**config.mk**
```make
export PLATFORM = sky130hd
export DESIGN_NAME = softex_fp_vec_pack
export DESIGN_NICKNAME = d
export VERILOG_FILES = /design/src/rtl/softex_fp_vec_pack.sv
export SDC_FILE = /design/constraint.sdc
export NUM_CORES = 1
export LEC_CHECK = 0
export BUFFER_PORTS_ARGS = -buffer_cell sky130_fd_sc_hd__buf_4
export CORE_UTILIZATION = 55
export DETAILED_ROUTE_END_ITERATION = 7
export PLACE_DENSITY = 0.81
export SETUP_SLACK_MARGIN = 0.5
export SLEW_MARGIN = 20
export SYNTH_ARGS = -nofsm -noshare
export SYNTH_HDL_FRONTEND = slang
export SYNTH_SLANG_ARGS = --single-unit
```
**constraint.sdc**
```tcl
create_clock -name clk_i -period 3.56 [get_ports clk_i]
set_clock_uncertainty 0.15 [all_clocks]
set_input_delay 0.534 -clock clk_i [delete_from_list [all_inputs] [get_ports clk_i]]
set_output_delay 0.534 -clock clk_i [all_outputs]
set_load 0.05 [all_outputs]
```
**src/rtl/softex_fp_vec_pack.sv**
```systemverilog
// Packs a scalar FP element stream into N_INP-lane vectors with per-lane strobes.
// One cycle from the completing handshake to valid_o; one pending vector stalls the input.
module softex_fp_vec_pack #(
  parameter int unsigned FPFORMAT     = 0,
  parameter int unsigned FPFORMAT_ACC = 0,
  parameter int unsigned N_INP        = 4,
  parameter type         TAG_TYPE     = logic,
  localparam int unsigned WIDTH =
    (FPFORMAT == 1) ? 64 :
    ((FPFORMAT == 2) || (FPFORMAT == 4)) ? 16 :
    ((FPFORMAT == 3) || (FPFORMAT == 5)) ? 8 : 32,
  localparam int unsigned ACC_WIDTH =
    (FPFORMAT_ACC == 1) ? 64 :
    ((FPFORMAT_ACC == 2) || (FPFORMAT_ACC == 4)) ? 16 :
    ((FPFORMAT_ACC == 3) || (FPFORMAT_ACC == 5)) ? 8 : 32
) (
  input  logic                        clk_i,
  input  logic                        rst_ni,
  input  logic                        clear_i,
  input  logic                        valid_i,
  output logic                        ready_o,
  input  logic [WIDTH-1:0]            data_i,
  input  logic                        last_i,
  input  TAG_TYPE                     tag_i,
  output logic                        valid_o,
  input  logic                        ready_i,
  output logic [N_INP-1:0][WIDTH-1:0] op_o,
  output logic [N_INP-1:0]            strb_o,
  output TAG_TYPE                     tag_o,
  output logic                        busy_o
);

  localparam int unsigned CW = (N_INP > 1) ? $clog2(N_INP) : 1;
  localparam logic [CW-1:0] LAST_LANE = CW'(N_INP - 1);

  if (N_INP < 1) begin : g_bad_ninp
    $error("softex_fp_vec_pack: N_INP must be >= 1");
  end
  if (ACC_WIDTH < WIDTH) begin : g_bad_acc
    $error("softex_fp_vec_pack: accumulator format narrower than element format");
  end

  typedef logic [N_INP-1:0][WIDTH-1:0] vec_t;

  vec_t             fill_op_q, fill_op_d, merge_op, out_op_q, out_op_d;
  logic [N_INP-1:0] fill_strb_q, fill_strb_d, merge_strb, out_strb_q, out_strb_d;
  logic [CW-1:0]    cnt_q, cnt_d;
  TAG_TYPE          fill_tag_q, fill_tag_d, merge_tag, out_tag_q, out_tag_d;
  logic             pend_q, pend_d, out_vld_q, out_vld_d;
  logic             in_hs, out_hs, slot_free, complete;

  assign ready_o   = ~pend_q;
  assign valid_o   = out_vld_q;
  assign op_o      = out_op_q;
  assign strb_o    = out_strb_q;
  assign tag_o     = out_tag_q;
  assign busy_o    = (cnt_q != '0) | pend_q | out_vld_q;

  assign in_hs     = valid_i & ready_o;
  assign out_hs    = out_vld_q & ready_i;
  assign slot_free = ~out_vld_q | ready_i;
  assign complete  = in_hs & ((cnt_q == LAST_LANE) | last_i);

  // Fill contents with the incoming element folded into lane cnt.
  always_comb begin
    merge_op   = fill_op_q;
    merge_strb = fill_strb_q;
    for (int k = 0; k < N_INP; k++) begin
      if (cnt_q == CW'(k)) begin
        merge_op[k]   = data_i;
        merge_strb[k] = 1'b1;
      end
    end
    merge_tag = (cnt_q == '0) ? tag_i : fill_tag_q;
  end

  always_comb begin
    fill_op_d   = fill_op_q;
    fill_strb_d = fill_strb_q;
    fill_tag_d  = fill_tag_q;
    cnt_d       = cnt_q;
    pend_d      = pend_q;
    out_op_d    = out_op_q;
    out_strb_d  = out_strb_q;
    out_tag_d   = out_tag_q;
    out_vld_d   = out_hs ? 1'b0 : out_vld_q;

    if (clear_i) begin
      fill_op_d   = '0;
      fill_strb_d = '0;
      cnt_d       = '0;
      pend_d      = 1'b0;
      out_op_d    = '0;
      out_strb_d  = '0;
      out_vld_d   = 1'b0;
    end else if (pend_q) begin
      // Input is stalled; the held vector moves out as soon as the slot frees.
      if (out_hs) begin
        out_op_d    = fill_op_q;
        out_strb_d  = fill_strb_q;
        out_tag_d   = fill_tag_q;
        out_vld_d   = 1'b1;
        fill_op_d   = '0;
        fill_strb_d = '0;
        cnt_d       = '0;
        pend_d      = 1'b0;
      end
    end else if (in_hs) begin
      if (complete && slot_free) begin
        out_op_d    = merge_op;
        out_strb_d  = merge_strb;
        out_tag_d   = merge_tag;
        out_vld_d   = 1'b1;
        fill_op_d   = '0;
        fill_strb_d = '0;
        cnt_d       = '0;
      end else begin
        fill_op_d   = merge_op;
        fill_strb_d = merge_strb;
        fill_tag_d  = merge_tag;
        if (complete) begin
          pend_d = 1'b1;
        end else begin
          cnt_d = cnt_q + CW'(1);
        end
      end
    end
  end

  always_ff @(posedge clk_i or negedge rst_ni) begin
    if (!rst_ni) begin
      fill_op_q   <= '0;
      fill_strb_q <= '0;
      fill_tag_q  <= '0;
      cnt_q       <= '0;
      pend_q      <= 1'b0;
      out_op_q    <= '0;
      out_strb_q  <= '0;
      out_tag_q   <= '0;
      out_vld_q   <= 1'b0;
    end else begin
      fill_op_q   <= fill_op_d;
      fill_strb_q <= fill_strb_d;
      fill_tag_q  <= fill_tag_d;
      cnt_q       <= cnt_d;
      pend_q      <= pend_d;
      out_op_q    <= out_op_d;
      out_strb_q  <= out_strb_d;
      out_tag_q   <= out_tag_d;
      out_vld_q   <= out_vld_d;
    end
  end

endmodule
```
Word-level counts from Yosys, hierarchy flattened:

Cells that the tools add are included.
Widths: inputs -> output; s select.

* logic and storage cells: 96
* bits in registers: 270
* output and inout port bits: 136

* muxes and demuxes: 51
* $add $sub $neg: 1
* reduce and logical (&&, ||, !) cells: 12
* bitwise operators: 11
* equality and inequality tests: 6

Operator list (number)
* $mux 128: 10
* $mux 32: 4
* $mux 4: 10
* $mux 1: 21
* $mux 2: 6
* $reduce_and 4->1: 2
* $reduce_and 3->1: 2
* $reduce_bool 2->1: 3
* $reduce_bool 3->1: 2
* $eq 2x2->1 const B: 2
* $ne 4x3->1 const B: 1
* $not 1->1: 4
* $or 1x1->1: 4
* $and 1x1->1: 3
* $ne 3x2->1 const B: 1
* $add 2x1->2 const B: 1
* $eq 2x1->1 const B: 1
* $logic_not 2->1: 1
* $ne 2x1->1 const B: 1
* $reduce_and 2->1: 1
* $logic_and 1x1->1: 1

Depth between registers and ports, before layout:

Gate-level depths: netlist of run 1.

* depth after elaboration: 8
* mapped depth: 7
* gate-level depth less buffers: 5

Worst setup path after synthesis of run 1:

OpenSTA, ideal clock, no wires.

* path type: flip-flop to output port
* start: register pend_q
* end: output port busy_o
* required time: 2.876 ns
* stages on the path, launching flop included: 6
* slack: 1.239 ns
* path buffers: 2
* arrival: 1.637 ns
* cells stage by stage: dfrtp_1 > buf_2 > inv_2 > nand2_1 > buf_2 > or2_2

* cells in the longest elaborated chain, start to end: 2

RTL lines
* from (decl): line 49 `logic pend_q, pend_d, out_vld_q, out_vld_d;`
* from (signal assigned): line 146 `pend_q <= pend_d;`
* $or 1x1->1 (2 in a row): line 57 `assign busy_o = (cnt_q != '0) | pend_q | out_vld_q;`
* to (decl): line 30 `output logic busy_o`

No other way between the ends.

Worst setup path after layout of run 1:

* start: register cnt_q[0]
* end: output port busy_o

* cells in the longest elaborated chain, start to end: 3

RTL lines
* from (decl): line 47 `logic [CW-1:0] cnt_q, cnt_d;`
* from (signal assigned): line 145 `cnt_q <= cnt_d;`
* $reduce_bool 2->1: line 57
* $or 1x1->1 (2 in a row): line 57

No other way between the ends.

==> results of run 1 <==
-- per-layer routing --
metal	routed length, um	share of wire	GRT usage	vias to the layer above
met2	15300	0.49	0.464	352
li1	-	-	-	3904
met4	520	0.017	0.0675	0
met1	13400	0.43	0.418	4644
met5	0	0	0	-
met3	2100	0.067	0.0423	33
-- Yosys cell counts, types with 2 or more instances --
master and n:
sky130_fd_sc_hd__o21ai_0 2, sky130_fd_sc_hd__nor2_1 3, sky130_fd_sc_hd__a311oi_1 4, sky130_fd_sc_hd__a21oi_1 138, sky130_fd_sc_hd__clkbuf_1 46, sky130_fd_sc_hd__nor3_1 6, sky130_fd_sc_hd__a22o_1 128, sky130_fd_sc_hd__ha_1 4
sky130_fd_sc_hd__nand2_1 10, sky130_fd_sc_hd__buf_1 32, sky130_fd_sc_hd__mux2_2 4, sky130_fd_sc_hd__inv_1 7, sky130_fd_sc_hd__a211oi_1 129, sky130_fd_sc_hd__mux2i_1 128, sky130_fd_sc_hd__dfrtp_1 270, sky130_fd_sc_hd__buf_2 48
sky130_fd_sc_hd__o31ai_2 4, sky130_fd_sc_hd__buf_4 4
-- flip-flops by register name, indices dropped and copies added (netlist names) --
name         count
fill_op_q      128
op_o           128
fill_strb_q      4
strb_o           4
cnt_q            2
fill_tag_q       1
pend_q           1
tag_o            1
valid_o          1
-- stage by stage --
step	hold slack (ns)	total power, mW	util	instance area [sq um]	std cells
global placement	0.334	4.92	0.631	13300	1329
detailed placement	0.341	4.95	0.631	13300	1329
global route	0.0699	8.25	0.679	14300	1381
CTS	0.0474	8.01	0.679	14300	1381
floorplan	0.0884	4.43	-	11800	983
finish	0.0738	7.98	0.679	14300	1381
-- cell families after synthesis --
logic type,after synthesis
compound gates,410
mux,132
buf+inv,138
flops,270
fa+ha+maj,4
simple gates,29
-- cell type report --
type / count / area, sq um
Clock buffer: 35 / 798
Multi-Input combinational cell: 575 / 4560
Fill cell: 1547 / 6750
Tap cell: 275 / 344
Timing Repair Buffer: 202 / 1590
Sequential cell: 270 / 6760
Clock inverter: 16 / 186
Inverter: 8 / 30.0
-- repair_timing --
| item | CTS | global route |
|---|---|---|
| hold buffers | 1 | 0 |
| resized for setup | 0 | 0 |
| hold endpoints to repair | 103 | 0 |
-- power by group through the flow --
stage / combinational (mW) / clock, mW / sequential, mW
finish: 1.53 / 3.07 / 3.37
global route: 1.63 / 3.24 / 3.39
CTS: 1.54 / 3.11 / 3.37
detailed placement: 1.53 / 0 / 3.42
global placement: 1.50 / 0 / 3.42
floorplan: 0.632 / 0 / 3.80
-- worst max path at each step --
stage | start | end | slack (ns) | depth (start not counted)
floorplan | pend_q | busy_o | 1.24 | 5
detailed placement | cnt_q[1] | fill_op_q[6] | 0.98 | 6
CTS | cnt_q[0] | busy_o | 0.65 | 5
finish | cnt_q[0] | busy_o | 0.68 | 5
global route | cnt_q[0] | busy_o | 0.56 | 5
global placement | ready_i | fill_op_q[18] | 1.06 | 6
==> run summary, run 1 <==
The synthesis-to-layout area growth came out at 20.7%. The net count of the mapped netlist came out at 1026. The peak ir drop on the vdd network is 0.373 mV.

The cell internal power dissipation came out at 5.60 mW. The number of inserted diodes is 0. Across all register-to-register paths, the minimum setup slack is 0.94 ns. The maximum fanout along the worst path came out at 13. The count of port buffers added during placement is 174. The floorplan step set the die height to 149 um.

The combinational share of power came out at 0.192. Walking the worst path, the cells encountered are inv_1, ha_1, nand2_2, or2_2, buf_4. The number of violations of the max-capacitance limit is 0. Of the total synthesized cell area, the portion taken by XOR and XNOR cells is 0. In the synthesized netlist the async set-or-reset flop fraction comes to 1.00. The minimum clock period after layout is 2.88 ns. The adder and majority cell fraction of the synthesized area came out at 0.00423. The fraction of layout instances using a drive strength above 1 is 0.250. Summed over all nets, the switching power comes to 2.37 mW. On the critical path the largest part of the delay comes from simple AND/OR/NAND/NOR gates. The leakage component of the power is 7.07 nW.

The instance count along the most critical hold path came out at 2. Among all stages on the critical path, the largest delay is contributed by sky130_fd_sc_hd__dfrtp_1. Buffers inserted during clock tree synthesis total 28. The worst flop-to-flop path endpoint is fill_op_q[18]. The number of DRC markers after the initial detailed-route iteration is 859. The number of global-route vias before repair is 8776. Of all cell types, the one taking the most synthesized area is sky130_fd_sc_hd__dfrtp_1. Setup repair after global routing left no endpoint under its margin.

The synthesized-area fraction occupied by and/or/nand/nor cells is 0.0148. The full die area is 0.0221 sq mm. The maximum number of pins on one net before global-route repair is 109.

The tightest min-delay check is of the input port to flop type. The global placement routability congestion is 0.833. The TritonCTS clock tree is yes. The number of pins exceeding their max-slew limit in the final report is 0. The sequential share of power came out at 0.423. The worst reg2reg path depth came out at 6. The share of the yosys chip area belonging to registers is 0.572. The number of sinks on the clock net is 270.

On the worst path, the slowest cell contributes a delay of 0.40 ns. STA puts the critical path data arrival time at 2.20 ns. The worst hold path terminates at pend_q. The initial cell density of the core came out at 0.562. The library cell used most frequently in the layout, excluding fill and tap cells, is sky130_fd_sc_hd__dfrtp_1. The final wirelength is 31300 um. The worst slack after detailed placement came out at 0.980 ns. The total number of yosys warnings is 0. The detailed router placed 8933 vias in this run. The mean instance size in the synthesized netlist came out at 12.0 sq um. Synthesis handed over a netlist of 983 instances. The clock edge transition at the registers on the reported setup and hold paths is 0.06 ns. The layout net count is 1128. After synthesis, the netlist uses 34 different library cells. The clock latency on the worst-skew pair is 0.53 ns. The top cell type's share of synthesized area is 0.572.

Among all flip-flop cells after synthesis, the most frequent one is sky130_fd_sc_hd__dfrtp_1. Summing every instance area after synthesis gives 0.0118 sq mm. The startpoint identified for the worst hold timing path is ready_i. The final worst-path setup slack is 0.679 ns. For this run, design rule violations remaining after detail routing come to 0.

The flow ran to the end, and the final reports show no timing, DRC or antenna violations. Once detailed placement completed, the half-perimeter wirelength came to 18900 um. The kind of start point of the critical path is a flop. The fraction of the cycle the final worst path needs is 0.809. The maximum clock frequency is 347 MHz. The final hold violation count came out at 0. In this run the count of I/O pins placed on the die edge is 175. The power density over cell area is 559 mW/mm^2.

The total setup buffers inserted after CTS is 0. The proportion of synthesized area in mux cells came out at 0.112. The first-pass detailed-route iteration total came out at 7. In the layout the commonest cells are sky130_fd_sc_hd__dfrtp_1, sky130_fd_sc_hd__buf_4, sky130_fd_sc_hd__a21oi_1. The die is 149 um wide. The first-pass GRT wire length is 50200 um. The maximum root-to-sink buffer count is 3. The worst slew margin relative to its limit is 0.251.

After synthesis the netlist holds a flip-flop and latch count of 270. The number of antenna-violating nets in the routed design came out at 0. At the pin with the least slew margin, the transition time is 1.12 ns. The part of the total power dissipated in the clock network came out at 0.385.

The number of buffers and inverters on the critical path is 2. The number of antenna violations at the first check in global routing is 0. In the global route stage, overall resource usage came out at 0.289. After routing, the total negative slack on setup checks comes to 0 ns. The final setup violation count came out at 0. The core area came out at 0.0210 sq mm. The cell sitting at the root of the clock tree is a sky130_fd_sc_hd__clkbuf_16.

The startpoint of the worst register-to-register path is cnt_q[1]. The placement row count is 53. The compound-gate portion of the synthesized area came out at 0.247. The endpoint kind of the worst setup timing path is a primary output. The H-tree depth came out at 1.

The switching portion of total power is 0.297. Yosys mapped a number of flops with a built-in enable equal to 0. By area, the combinational part of the netlist is dominated by compound AO/OA/AOI/OAI gates. The worst setup path is of the flop to primary output kind. The required time of the critical path came out at 2.88 ns. The mean routed wirelength per cell came out at 22.7 um.

In the post-synthesis netlist, the biggest area contributors are sky130_fd_sc_hd__dfrtp_1, sky130_fd_sc_hd__mux2i_1, sky130_fd_sc_hd__a22o_1. The detailed-route vias per instance came out at 6.47. The total overflow left after global routing is 0.
(Power assumes the default switching activity.)
==> inputs of run 2 (changes only) <==
Settings changed: ABC_AREA set to 1, CORE_UTILIZATION 55 to 53.
Clock period 3.56 ns to 2.5 ns, I/O delays scaled along.
==> run summary, run 2 <==
The flow ran to the end, and the final reports show no timing, DRC or antenna violations. The total number of yosys warnings came out at 0 (unchanged). By count the netlist is led by sky130_fd_sc_hd__nand2_1, sky130_fd_sc_hd__dfrtp_1, sky130_fd_sc_hd__o21ai_0. The detailed-route vias per instance is 5.80 (-10%). The synthesis-to-layout area growth came out at 25.6%. The count of port buffers added during placement was 174 (unchanged). The H-tree depth came out at 1 (unchanged). The number of global-route vias before repair was 12268 (+40%). The critical path in this run is classified as flop to flop. The number of I/O pins came out at 175 (unchanged). The first-pass GRT wire length is 62300 um (+24%). The minimum clock period after layout is 2.10 ns. The setup total negative slack came out at 0 ns (unchanged). The worst hold path belongs to the class input port to flop. The global-route total usage across every layer is 0.298 (+0.00886).

The placement row count is 57 (+7.5%). The async set-or-reset flop fraction in the synthesized netlist was 1.00 (unchanged). The most common cell in the synthesized netlist is sky130_fd_sc_hd__nand2_1.

The global route total overflow came out at 0 (unchanged). The layout net count is 1954 (+73%). The total vias in the final route came to 13094 (+47%).

The final setup violation count is 0 (unchanged). In the post-synthesis netlist, the biggest area contributors are sky130_fd_sc_hd__dfrtp_1, sky130_fd_sc_hd__nand2_1, sky130_fd_sc_hd__o21ai_0. The total half-perimeter wirelength after legalization and detailed placement is 22700 um (+20%). The fraction of the core area covered by cells at the end of the flow is 0.680 (+0.00124).

The maximum number of pins on one net before global-route repair came out at 134 (+23%). The number of pins exceeding their max-slew limit in the final report came to 0 (unchanged). The transition at the pin with the smallest max-transition slack is 0.479 ns (-0.641 ns). The number of inserted diodes is 0 (unchanged).

The final instance count without filler cells is 2257 (+63%). The worst reg2reg path depth is 12 (+6). The number of antenna violations at the first check in global routing came out at 0 (unchanged). The number of fill cells is 1919 (+24%). The number of DRC markers after the initial detailed-route iteration came out at 1651 (+92%). The multi-input logic area is 0.00551 sq mm (+21%). The library cell used most frequently in the layout, excluding fill and tap cells, is sky130_fd_sc_hd__nand2_1. The maximum clock frequency came out at 475 MHz. Setup repair after global routing could not meet its margin everywhere.

The number of synthesized register bits came to 270 (unchanged). The area of all placed cells without fillers is 0.0166 sq mm (+16%). The maximum root-to-sink buffer count is 3 (unchanged). The number of cells after detailed placement came out at 2166 (+63%). The initial cell density of the core came out at 0.541 (-0.0210).

The post-place instance area is 0.0148 sq mm (+11%). The synthesized design spends more area on one cell type than any other, namely sky130_fd_sc_hd__dfrtp_1. The mean routed wirelength per cell is 18.9 um (-17%).

The clock edge transition at the registers on the reported setup and hold paths came out at 0.06 ns (about the same). The top cell types in the final layout, fill and taps aside, are sky130_fd_sc_hd__nand2_1, sky130_fd_sc_hd__dfrtp_1, sky130_fd_sc_hd__o21ai_0. For this run, the leading register cell type out of synthesis is sky130_fd_sc_hd__dfrtp_1. The number of antenna-violating nets in the routed design is 0 (unchanged). The net count of the mapped netlist was 1808 (+76%). The critical path goes through inv_2, buf_4, buf_4, ha_4, clkinvlp_4, buf_4, clkbuf_16, nand2_1, nand3_1, o21ai_0, nand3_1, nand2_1. Clock tree synthesis selected as its root buffer the cell sky130_fd_sc_hd__clkbuf_16. The top cell type's share of synthesized area came out at 0.512 (-0.0599).

The peak ir drop on the vdd network was 0.508 mV (+36%). The full die area came out at 0.0256 sq mm (+16%). The kind of start point of the critical path is a flop.

The final hold violation count is 0 (unchanged). The number of design rule violations left after detail routing is 0 (unchanged). The most prevalent standard cell on the critical path is sky130_fd_sc_hd__buf_4.

The total power came out at 13.5 mW (+70%). The worst slew margin relative to its limit was 0.681 (+0.430). The share of the yosys chip area belonging to registers is 0.512 (-0.0599).

The instance count along the most critical hold path came to 4 (+2). The clock latency on the worst-skew pair is 0.55 ns (+0.02 ns). The total standard cell area after synthesis is 0.0132 sq mm (+12%). The data arrival time of the critical path is 2.44 ns (+0.24 ns). The first-pass detailed-route iteration total was 7 (unchanged). The number of CTS-inserted buffers came out at 28 (unchanged).

For this design, the slowest cell found on the critical path is sky130_fd_sc_hd__dfrtp_1. The required time of the critical path is 2.84 ns (-0.04 ns). The count of flip-flops with a built-in enable after synthesis came out at 0 (unchanged).

The power density over cell area is 816 mW/mm^2 (+46%). The number of sinks on the clock net came out at 270 (unchanged). The mean instance size in the synthesized netlist came out at 7.48 sq um (-38%). The post-synthesis instance total is 1765 (+80%). The number of violations of the max-capacitance limit came out at 0 (unchanged). The final wirelength came out at 42700 um (+36%). The maximum fanout along the worst path came out at 6 (-7).

The register area is 0.00676 sq mm (about the same). TritonCTS built the clock tree. The stage delay of the slowest cell on the critical path was 0.40 ns (about the same). The leakage component of the power came out at 8.66 nW (+22%). The global placement routability congestion is 0.818 (-1.8%). The horizontal extent of the die is 160 um (+7.6%). The fraction of layout instances using a drive strength above 1 is 0.162 (-0.0876).

Of the available clock period, the critical path in the final layout requires 0.842. The vertical die dimension was 160 um (+7.6%). The number of unique standard cell types used by synthesis was 20 (-41%). The core area is 0.0244 sq mm (+16%).

STA classifies the critical path endpoint as a flop.
## run 2: final timing paths
check,startpoint,to,slack (ns)
worst max-delay path,cnt_q[0],op_o[85],0.40
worst min-delay path,clear_i,pend_q,0.08
worst max register to register,cnt_q[0],op_o[85],0.40
worst min register to register,op_o[70],op_o[70],0.33
max in group asynchronous,rst_ni,op_o[91],1.31
min in group asynchronous,rst_ni,strb_o[3],0.12
## run 2: power breakdown
part | switching, mW | internal, mW
Sequential | 0.340 | 4.89
Combinational | 2.79 | 1.21
Clock | 1.80 | 2.50
## run 2: metal layers
| metal | routed length (um) | track usage | vias to the layer above | part of all wire |
|---|---|---|---|---|
| met5 | 0 | 0 | - | 0 |
| met4 | 1730 | 0.0965 | 0 | 0.041 |
| met3 | 4570 | 0.0429 | 130 | 0.11 |
| met2 | 19600 | 0.484 | 797 | 0.46 |
| met1 | 16800 | 0.415 | 6226 | 0.39 |
| li1 | - | - | 5941 | - |
## run 2: repair_timing
item	CTS	global route
endpoints found under the setup margin	134	268
hold buffers	3	0
endpoints found under the hold margin	272	0
gates resized for setup	17	50
setup buffers	4	13
pin swaps	3	9
cloned	1	18
## run 2: layout make-up
| cell class | count | area share |
|---|---|---|
| timing repair buffer | 240 | 0.145 |
| multi-input combinational | 1228 | 0.332 |
| sequential | 270 | 0.407 |
| clock buffer | 38 | 0.0494 |
| timing repair inverter | 1 | 0.000528 |
| inverter | 142 | 0.0334 |
| clock inverter | 14 | 0.00785 |
| tap | 324 | 0.0244 |
## run 2: cells by family (layout without fill, tap and decap cells)
| group | Yosys count | in the layout | share of synthesized area |
|---|---|---|---|
| compound gates | 270 | 270 | 0.110 |
| fa+ha+maj | 4 | 4 | 0.00379 |
| buf+inv | 268 | 435 | 0.0820 |
| flops | 270 | 270 | 0.512 |
| simple gates | 953 | 954 | 0.293 |
## run 2: through the flow
step	hold WS [ns]	setup WS, ns
floorplan	-0.0706	0.526
global placement	0.0959	0.508
detailed placement	0.0979	0.402
CTS	0.0593	0.418
global route	0.106	0.342
finish	0.0848	0.396
## run 2: critical path: cells and delay by family, from the launching register on
kind	cells	cell delay (ns)
AO/OA/AOI/OAI	1	0.15
adder cells (fa/ha/maj)	1	0.21
flip-flops	1	0.40
AND/OR/NAND/NOR	4	0.33
buffers and inverters	6	0.80
